File: config.mk
export PLATFORM = sky130hd
export DESIGN_NAME = pixel_writer
export DESIGN_NICKNAME = d
export VERILOG_FILES = /design/src/rtl/pixel_writer.sv
export SDC_FILE = /design/constraint.sdc
export NUM_CORES = 1
export LEC_CHECK = 0
export ABC_AREA = 1
export CORE_UTILIZATION = 35
export DETAILED_ROUTE_END_ITERATION = 12
export PLACE_DENSITY = 0.5
export SYNTH_ARGS = -nofsm -noshare
export SYNTH_HDL_FRONTEND = slang
export SYNTH_SLANG_ARGS = --single-unit
File: constraint.sdc
create_clock -name clk -period 6.17 [get_ports clk]
set_clock_uncertainty 0.1 [all_clocks]
set_input_delay 1.234 -clock clk [delete_from_list [all_inputs] [get_ports clk]]
set_output_delay 1.234 -clock clk [all_outputs]
set_load 0.02 [all_outputs]
File: src/rtl/pixel_writer.sv
// Pixel stream sink: clips rasterizer pixels to the screen, converts them to
// framebuffer byte addresses, buffers them in a small FIFO and issues one
// req/ack memory write per visible pixel, strictly in acceptance order.
// Clipped pixels travel through the FIFO too, so pix_last/done ordering holds.
module pixel_writer #(
  parameter int unsigned SCREEN_W   = 640,
  parameter int unsigned SCREEN_H   = 480,
  parameter int unsigned BPP_BYTES  = 4,
  parameter int unsigned FIFO_DEPTH = 4
) (
  input  logic        clk,
  input  logic        rst,
  input  logic [31:0] fb_base,
  input  logic        pix_valid,
  output logic        pix_ready,
  input  logic [15:0] pix_x,
  input  logic [15:0] pix_y,
  input  logic [31:0] pix_color,
  input  logic        pix_last,
  output logic        mem_req,
  output logic [31:0] mem_addr,
  output logic [31:0] mem_wdata,
  input  logic        mem_ack,
  output logic        busy,
  output logic        done,
  output logic [15:0] pix_count,
  output logic [15:0] clip_count
);

  localparam int unsigned AW = (FIFO_DEPTH > 1) ? $clog2(FIFO_DEPTH) : 1;

  typedef struct packed {
    logic [31:0] addr;
    logic [31:0] color;
    logic        last;
    logic        drop;
  } entry_t;

  typedef enum logic {IDLE, REQ} state_t;

  entry_t        fifo_mem [FIFO_DEPTH];
  logic [AW-1:0] wr_ptr, rd_ptr;
  logic [AW:0]   fifo_count;
  entry_t        in_entry, head;
  state_t        state, next_state;
  logic          push, pop, load, inc_pix, done_next;

  // Ready is derived from the registered count only, so a same-cycle pop
  // does not open a slot until the following cycle.
  assign pix_ready = (fifo_count != (AW+1)'(FIFO_DEPTH));
  assign push      = pix_valid & pix_ready;
  assign head      = fifo_mem[rd_ptr];
  assign mem_req   = (state == REQ);
  assign busy      = (fifo_count != '0) | (state == REQ);

  // Build the FIFO entry: clip test and 32-bit wrapping byte address.
  always_comb begin
    // NOTE: every always_comb output gets a default first so no path leaves it unassigned (which would infer a latch).
    in_entry       = '0;
    in_entry.addr  = fb_base + (32'(pix_y) * SCREEN_W + 32'(pix_x)) * BPP_BYTES;
    in_entry.color = pix_color;
    in_entry.last  = pix_last;
    in_entry.drop  = (32'(pix_x) >= SCREEN_W) | (32'(pix_y) >= SCREEN_H);
  end

  // FIFO storage array.
  always_ff @(posedge clk) begin
    // NOTE: the storage array is deliberately not reset; fifo_count alone says which slots hold valid data.
    if (push) fifo_mem[wr_ptr] <= in_entry;
  end

  // FIFO pointers and occupancy; pointers wrap naturally at FIFO_DEPTH.
  always_ff @(posedge clk) begin
    // NOTE: sequential state uses non-blocking assignments so every register samples pre-edge values.
    if (rst) begin
      wr_ptr     <= '0;
      rd_ptr     <= '0;
      fifo_count <= '0;
    end else begin
      if (push) wr_ptr <= wr_ptr + 1'b1;
      if (pop)  rd_ptr <= rd_ptr + 1'b1;
      case ({push, pop})
        2'b10:   fifo_count <= fifo_count + 1'b1;
        2'b01:   fifo_count <= fifo_count - 1'b1;
        default: fifo_count <= fifo_count;
      endcase
    end
  end

  // Write FSM next-state and control: drop clipped heads, request visible ones.
  always_comb begin
    next_state = state;
    pop        = 1'b0;
    load       = 1'b0;
    inc_pix    = 1'b0;
    done_next  = 1'b0;
    case (state)
      IDLE: begin
        if (fifo_count != '0) begin
          if (head.drop) begin
            pop       = 1'b1;
            done_next = head.last;
          end else begin
            load       = 1'b1;
            next_state = REQ;
          end
        end
      end
      REQ: begin
        if (mem_ack) begin
          pop        = 1'b1;
          inc_pix    = 1'b1;
          done_next  = head.last;
          next_state = IDLE;
        end
      end
      default: next_state = IDLE;
    endcase
  end

  // FSM state register.
  always_ff @(posedge clk) begin
    if (rst) state <= IDLE;
    else     state <= next_state;
  end

  // Memory write address/data; they hold their last value between requests.
  always_ff @(posedge clk) begin
    if (rst) begin
      mem_addr  <= '0;
      mem_wdata <= '0;
    end else if (load) begin
      mem_addr  <= head.addr;
      mem_wdata <= head.color;
    end
  end

  // done pulse and saturating statistics counters.
  always_ff @(posedge clk) begin
    if (rst) begin
      done       <= 1'b0;
      pix_count  <= '0;
      clip_count <= '0;
    end else begin
      done <= done_next;
      if (inc_pix && pix_count != 16'hFFFF)                   pix_count  <= pix_count + 1'b1;
      if (push && in_entry.drop && clip_count != 16'hFFFF)   clip_count <= clip_count + 1'b1;
    end
  end

endmodule
== Word level (Yosys, flattened, before mapping) ==
Memory sizes are Yosys's and may differ from the RTL's. A register that Yosys moved wholly into a read port is not among the register bits.
Index checks and enable logic that the tools add are counted.
Storage, ports and cells
  register bits after elaboration: 105
  bits in latches: 0
  memory bits (writable): 264
  memory bits (read-only): 0
  output and inout bits: 100
  word-level logic and storage cells: 54
  memories: 1
Operators by class
  $add $sub $neg: 8
  multipliers: 1
  divide/modulo/power cells: 0
  order comparisons: 2
  eq/ne operators: 5
  shift operators: 0
  muxes and demuxes: 19
  bitwise operators: 4
  reductions and logical operators: 5
Memories
  fifo_mem: depth 4, width 66, read ports 1, clocked after Yosys merged registers in 1, write ports 1, RTL line 41  | entry_t fifo_mem [FIFO_DEPTH];
Operator list (count)
  $add A16 B1 Y16 const B: 2
  $add A32 B29 Y32: 1
  $ne A16 B16 Y1 const B: 2
  $add A26 B16 Y27: 1
  $mul A16 B3 Y19 const B: 1
  $ge A16 B10 Y1 const B: 1
  $ge A16 B9 Y1 const B: 1
  $mux W1: 13
  $pmux W1 S2: 3
  $pmux W3 S2: 1
  $add A2 B1 Y2 const B: 2
  $mux W2: 2
  $add A3 B1 Y3 const B: 1
  $logic_and A1 B1 Y1: 3
  $ne A3 B3 Y1 const B: 1
  $reduce_bool A3 Y1: 1
  $sub A3 B1 Y3 const B: 1
  $eq A2 B1 Y1 const B: 1
  $eq A2 B2 Y1 const B: 1
  $or A1 B1 Y1: 2
  $reduce_bool A2 Y1: 1
  $and A1 B1 Y1: 1
  $not A1 Y1: 1

== Depth between registers and ports, before layout ==
Gate-level depths: netlist of the first run.
  depth after elaboration: 5
  mapped depth: 28
  depth with buffers taken out: 28

== Worst setup path after synthesis of the first run ==
No wires, ideal clock.
  path kind: input to register
  from: input port pix_y[1]
  to: memory fifo_mem[0][65] (netlist name), data pin
  library setup time: 0.269 ns
  arrival time: 4.827 ns
  setup slack: 0.974 ns
  stages on the path: 23
  buffers on the path: 0
  cell sequence: ha_1 -> ha_1 -> inv_1 -> fa_1 -> inv_1 -> nand2_1 -> a21oi_1 -> xor2_1 -> ha_1 -> nand2_1 -> nor2_1 -> nand3_1 -> nand3_1 -> nand3_1 -> nor2_4 -> xor2_1 -> ha_1 -> a21oi_1 -> a21boi_0 -> o21ai_0 -> a21oi_1 -> nand2_1 -> xor2_1
RTL lines
  from (decl): RTL line 17  | input logic [15:0] pix_y,
  to (decl): RTL line 41

==> flow_summary.ini, run 1 <==
[timing]
worst_pin_slew_ns = 1.14
max_freq_mhz = 177
min_period_ns = 5.65
rsz0062_at_grt = no
finalHoldViolCount = 0
slew_viol_final = 0
timing.setup.tns_ns = 0
setup_viol = 0
period_share = 0.916
slew_headroom = 0.241

[synthesis]
syn-num-nets = 2026
ys_types = 46
syn_avg_cell_area_um2 = 9.51
yosys_warnings = 0
ys_seq_elements = 371
synth-seq-area-share = 0.573
synthCells = 1846
mappedNetlistArea_um2 = 17600

[clock_tree]
clock-sinks = 371
cts_made_buffers = 41
ctsHoldBuffers = 0
root_buffer = clkbuf_16
path_clk_slew_ns = 0.06
h-tree-depth = 2
cts_setup_buffers = 0
clk_latency_ns = 0.55
cts_resized = 0
cts.path.max_buffers = 3
cts_tree = built

[cells_and_area]
area_growth_pct = 23.7
nNetsFinal = 2239
final_common_cell = nor2_1
fillers = 4810
final_cell_area_um2 = 21700
drive_gt1_frac = 0.0603
diodes = 0
layout_common_cells = nor2_1, edfxtp_1, nand2_1, o21ai_0, clkdlybuf4s50_1
final_cells = 2754

[detailed_routing]
routedWlPerCell_um = 17.1
drt_wl_total_mm = 47.0
vias_per_cell = 4.86
ant_nets = 0
drtIter0Drc = 505
drc = 0
firstDrtPassIters = 5
vias = 13400

[setup_path]
slowest_delay_ns = 0.44
timing.critical_path.mode_cell = ha_1
critical_path_class = input port to register
end_kind = register
cp.arrival_ns = 5.83
critPathLaunchType = input port
ff2ff_path_depth = 7
rrSetupSlack_ns = 3.02
crit_start = pix_y[1]
crit_path_top_delay_cell = clkdlybuf4s50_1
reg2reg_to = mem_addr[12]
cp-endpoint = fifo_mem[3][65]
critical_path_required_ns = 6.35
crit_fanout = 5

[global_route]
gr-total-overflow = 0
grt_first_pass_wirelength_mm = 72.8
antenna_found_initial = 0
grt_usage = 0.184
grt_pass1_vias = 13000
grt_start_max_net_pins = 115

[floorplanning]
rows = 81
io_pins = 201
start_util = 0.357
fp.dieW_um = 226
core_area_um2 = 49300
die-height_um = 226
die_area_um2 = 51100

[pwr]
ir_drop_mv = 0.198
leakage_uw = 0.00805
p_per_area_nw_per_um2 = 386
finalPower_uw = 8380

[placement]
io_buffers = 200
dp_cells = 2680
hpwl_mm = 30.6
globalplace.congestion = 0.903
place_area_um2 = 20400

[status]
status = completed

[flow_run]
max_cap_violations = 0

[hold_path]
hp-class = register to register
==> cells by family after synthesis <==
logic type                 synth area share
and+or+nand+nor                       0.171
AOI/OAI and AO/OA                     0.125
DFF                                   0.573
buffers and inverters                0.0457
adders and majority gates            0.0580
xor gates and xnor gates             0.0264
other                              0.000214
==> worst min-delay path by stage <==
stage / startpoint / to / slack [ns] / cells past startpoint
2_1_floorplan: rd_ptr[1] / register / 0.31 / 1
3_3_place_gp: rd_ptr[1] / register / 0.32 / 1
3_5_place_dp: rd_ptr[1] / register / 0.32 / 1
4_1_cts: rd_ptr[1] / register / 0.33 / 1
5_1_grt: rd_ptr[1] / register / 0.38 / 1
6_report: rd_ptr[1] / register / 0.33 / 1
==> worst max-delay path: cells and delay by family <==
| family | cells | cell delay (ns) |
|---|---|---|
| XOR/XNOR | 3 | 0.52 |
| adder cells (fa/ha/maj) | 5 | 1.46 |
| AND/OR/NAND/NOR | 8 | 0.93 |
| buffers and inverters | 4 | 0.70 |
| AO/OA/AOI/OAI | 5 | 1.01 |
==> cell usage after synthesis (all sizes together) <==
master	n	share of area
nor2	357	0.077
edfxtp	264	0.45
nand2	256	0.055
o21ai	237	0.068
inv	129	0.028
dfxtp	107	0.12
a21oi	82	0.024
ha	75	0.053
a31oi	70	0.025
nand3	65	0.019
clkbuf	40	0.0086
xor2	34	0.017
buf	31	0.0093
nor3	25	0.0083
xnor2	19	0.0095
nand4	18	0.0064
nor4	6	0.0033
o21bai	5	0.0021
a21boi	4	0.0017
fa	4	0.0046
a21o	3	0.0013
and2	3	0.0011
o21a	3	0.0013
o22ai	3	0.0011
a31o	1	0.00050
and3	1	0.00036
conb	1	0.00021
nand3b	1	0.00043
o211ai	1	0.00043
or2	1	0.00036
==> registers in the layout, indices dropped and copies added (netlist names), named ones only <==
signal / cells
clip_count: 16
done: 1
fifo_count: 3
fifo_mem: 264
mem_addr: 32
mem_req: 1
mem_wdata: 32
pix_count: 16
rd_ptr: 2
wr_ptr: 2
==> per-stage QoR <==
stage               utilization  worst slack [ns]  hold slack (ns)
global route              0.441             0.130            0.378
detailed placement        0.415           -0.0837            0.321
finish                    0.441             0.519            0.329
floorplan                     -             0.974            0.312
CTS                       0.441             0.498            0.330
global placement          0.415            0.0194            0.321
==> layer usage <==
metal | vias to the layer above | part of all wire | global-route usage
met5 | - | 0 | 0
met4 | 0 | 0.022 | 0.0547
met3 | 58 | 0.045 | 0.0341
met2 | 255 | 0.48 | 0.317
met1 | 6271 | 0.45 | 0.235
li1 | 6807 | - | -
==> final cells by class <==
cell class	instances	area, µm²	area share
Tap cell	664	831	0.0382
Inverter	129	488	0.0225
Multi-Input combinational cell	1275	6730	0.310
Timing Repair Buffer	241	2320	0.107
Sequential cell	371	10100	0.464
Clock buffer	60	1130	0.0519
Clock inverter	14	155	0.00714
==> where the power goes <==
part,switching [µW],internal (µW),total (µW)
logic,1740,937,2680
registers,167,3180,3350
clock network,960,1400,2360
(Power assumes the default switching activity.)
==> inputs of run 2 (changes only) <==
--- a/config.mk
+++ b/config.mk
@@ -9,6 +9,7 @@
 export CORE_UTILIZATION = 35
 export DETAILED_ROUTE_END_ITERATION = 12
 export PLACE_DENSITY = 0.5
+export RECOVER_POWER = 100
 export SYNTH_ARGS = -nofsm -noshare
 export SYNTH_HDL_FRONTEND = slang
 export SYNTH_SLANG_ARGS = --single-unit
==> flow_summary.ini, run 2 (synthesis gave the netlist of run 1 again) <==
[timing]
finalWorstSetupSlack_ns = 0.502
slew_headroom = -0.786
worst_pin_slew_ns = 2.67
whs_ns = 0.333
slew_viol_final = 375
max_freq_mhz = 176
rsz0062_at_grt = no
setup_viol = 0
finalHoldViolCount = 0
min_period_ns = 5.67
period_share = 0.919

[setup_path]
end_kind = register
slowest_delay_ns = 0.44
crit_buf_inv = 4
cp.depth = 25
critical_path_required_ns = 6.35
timing.critical_path.mode_cell = ha_1
crit_path_top_delay_cell = clkdlybuf4s50_1
critical_path_class = input port to register
crit_fanout = 5
critPathLaunchType = input port
rrSetupSlack_ns = 0.96
crit_family = adder cells
cp.arrival_ns = 5.85
ff2ff_path_depth = 7

[global_route]
antenna_found_initial = 3
grt_pass1_vias = 13000
gr-total-overflow = 0
grt_usage = 0.184
grt_start_max_net_pins = 115
grt_first_pass_wirelength_mm = 72.8

[clock_tree]
clk_latency_ns = 0.55
clock-sinks = 371
cts_setup_buffers = 0
cts_resized = 0
h-tree-depth = 2
cts_tree = built
root_buffer = clkbuf_16
cts.path.max_buffers = 3
ctsHoldBuffers = 0
cts_made_buffers = 41
path_clk_slew_ns = 0.06

[cells_and_area]
top_register = fifo_mem
final_common_cell = nor2_1
finish.utilization = 0.439
top_regs = fifo_mem x264, mem_addr x32, mem_wdata x32
drive_gt1_frac = 0.0502
final_cells = 2755
area_growth_pct = 23.1
layout_common_cells = nor2_1, edfxtp_1, nand2_1, o21ai_0, dlygate4sd3_1
nNetsFinal = 2239
largest_reg_flops = 264

[pwr]
finalPower_uw = 8300
p_per_area_nw_per_um2 = 384
leakage_uw = 0.00834
ir_drop_mv = 0.199

[floorplanning]
io_pins = 201
die-height_um = 226
start_util = 0.357
fp.dieW_um = 226
rows = 81
core_area_um2 = 49300
die_area_um2 = 51100

[detailed_routing]
drt_wl_total_mm = 46.9
drc = 0
vias = 13400
vias_per_cell = 4.86
firstDrtPassIters = 5
ant_nets = 0
drtIter0Drc = 573
routedWlPerCell_um = 17.0

[status]
status = finished, violations left
violations = capacitance limit, slew limit

[placement]
hpwl_mm = 30.6
dp_slack_ns = -0.0837
globalplace.congestion = 0.903
io_buffers = 200
dp_cells = 2680

[flow_run]
max_cap_violations = 8

[hold_path]
hold_path_depth = 1
hp-class = register to register
## run 2: changes by cell type in the layout (fill, tap and decap cells not counted), sizes merged
cell           change
dlygate4sd3      +142
buf               -17
inv                -1
diode              +1
clkinvlp           +1
clkbuf            +17
clkdlybuf4s50    -142
## run 2: routing by layer
| metal | part of all wire | wire, µm | GRT usage |
|---|---|---|---|
| met1 | 0.45 | 21200 | 0.235 |
| met2 | 0.48 | 22500 | 0.317 |
| met4 | 0.023 | 1070 | 0.0547 |
| met3 | 0.045 | 2130 | 0.0341 |
| met5 | 0.00015 | 7 | 0 |
## run 2: area by class of cell
class / count / area, µm²
repair buffers: 241 / 2260
inverters: 129 / 487
clock buffers: 60 / 1130
fillers: 4829 / 27600
well taps: 664 / 831
clock inverters: 14 / 155
multi-input cells: 1275 / 6680
diodes: 1 / 2.50
flip-flops and latches: 371 / 10100
## run 2: stage by stage
step           area (µm²)  TNS [ns]
3_5_place_dp        20400    -0.706
2_1_floorplan       17600         0
4_1_cts             21700         0
6_report            21600         0
3_3_place_gp        20400         0
5_1_grt             21600         0
## run 2: report_power, final
| part | total (µW) | internal (µW) | switching, µW |
|---|---|---|---|
| combinational | 2590 | 860 | 1730 |
| clock | 2350 | 1400 | 959 |
| sequential | 3350 | 3190 | 164 |
| total | 8300 | 5450 | 2850 |
## run 2: final timing paths
path                   from         endpoint
setup reg to reg   register    mem_wdata[25]
hold / removal    rd_ptr[1]         register
hold reg to reg   rd_ptr[1]         register
setup / recovery   pix_y[1]  fifo_mem[0][65]
## run 2: worst register-to-register path, delay by kind of cell (launching register included)
family                 cells  cell delay [ns]
flip-flops                 1             2.13
buffers and inverters      2             1.70
AO/OA/AOI/OAI              4             1.01
AND/OR/NAND/NOR            1             0.18
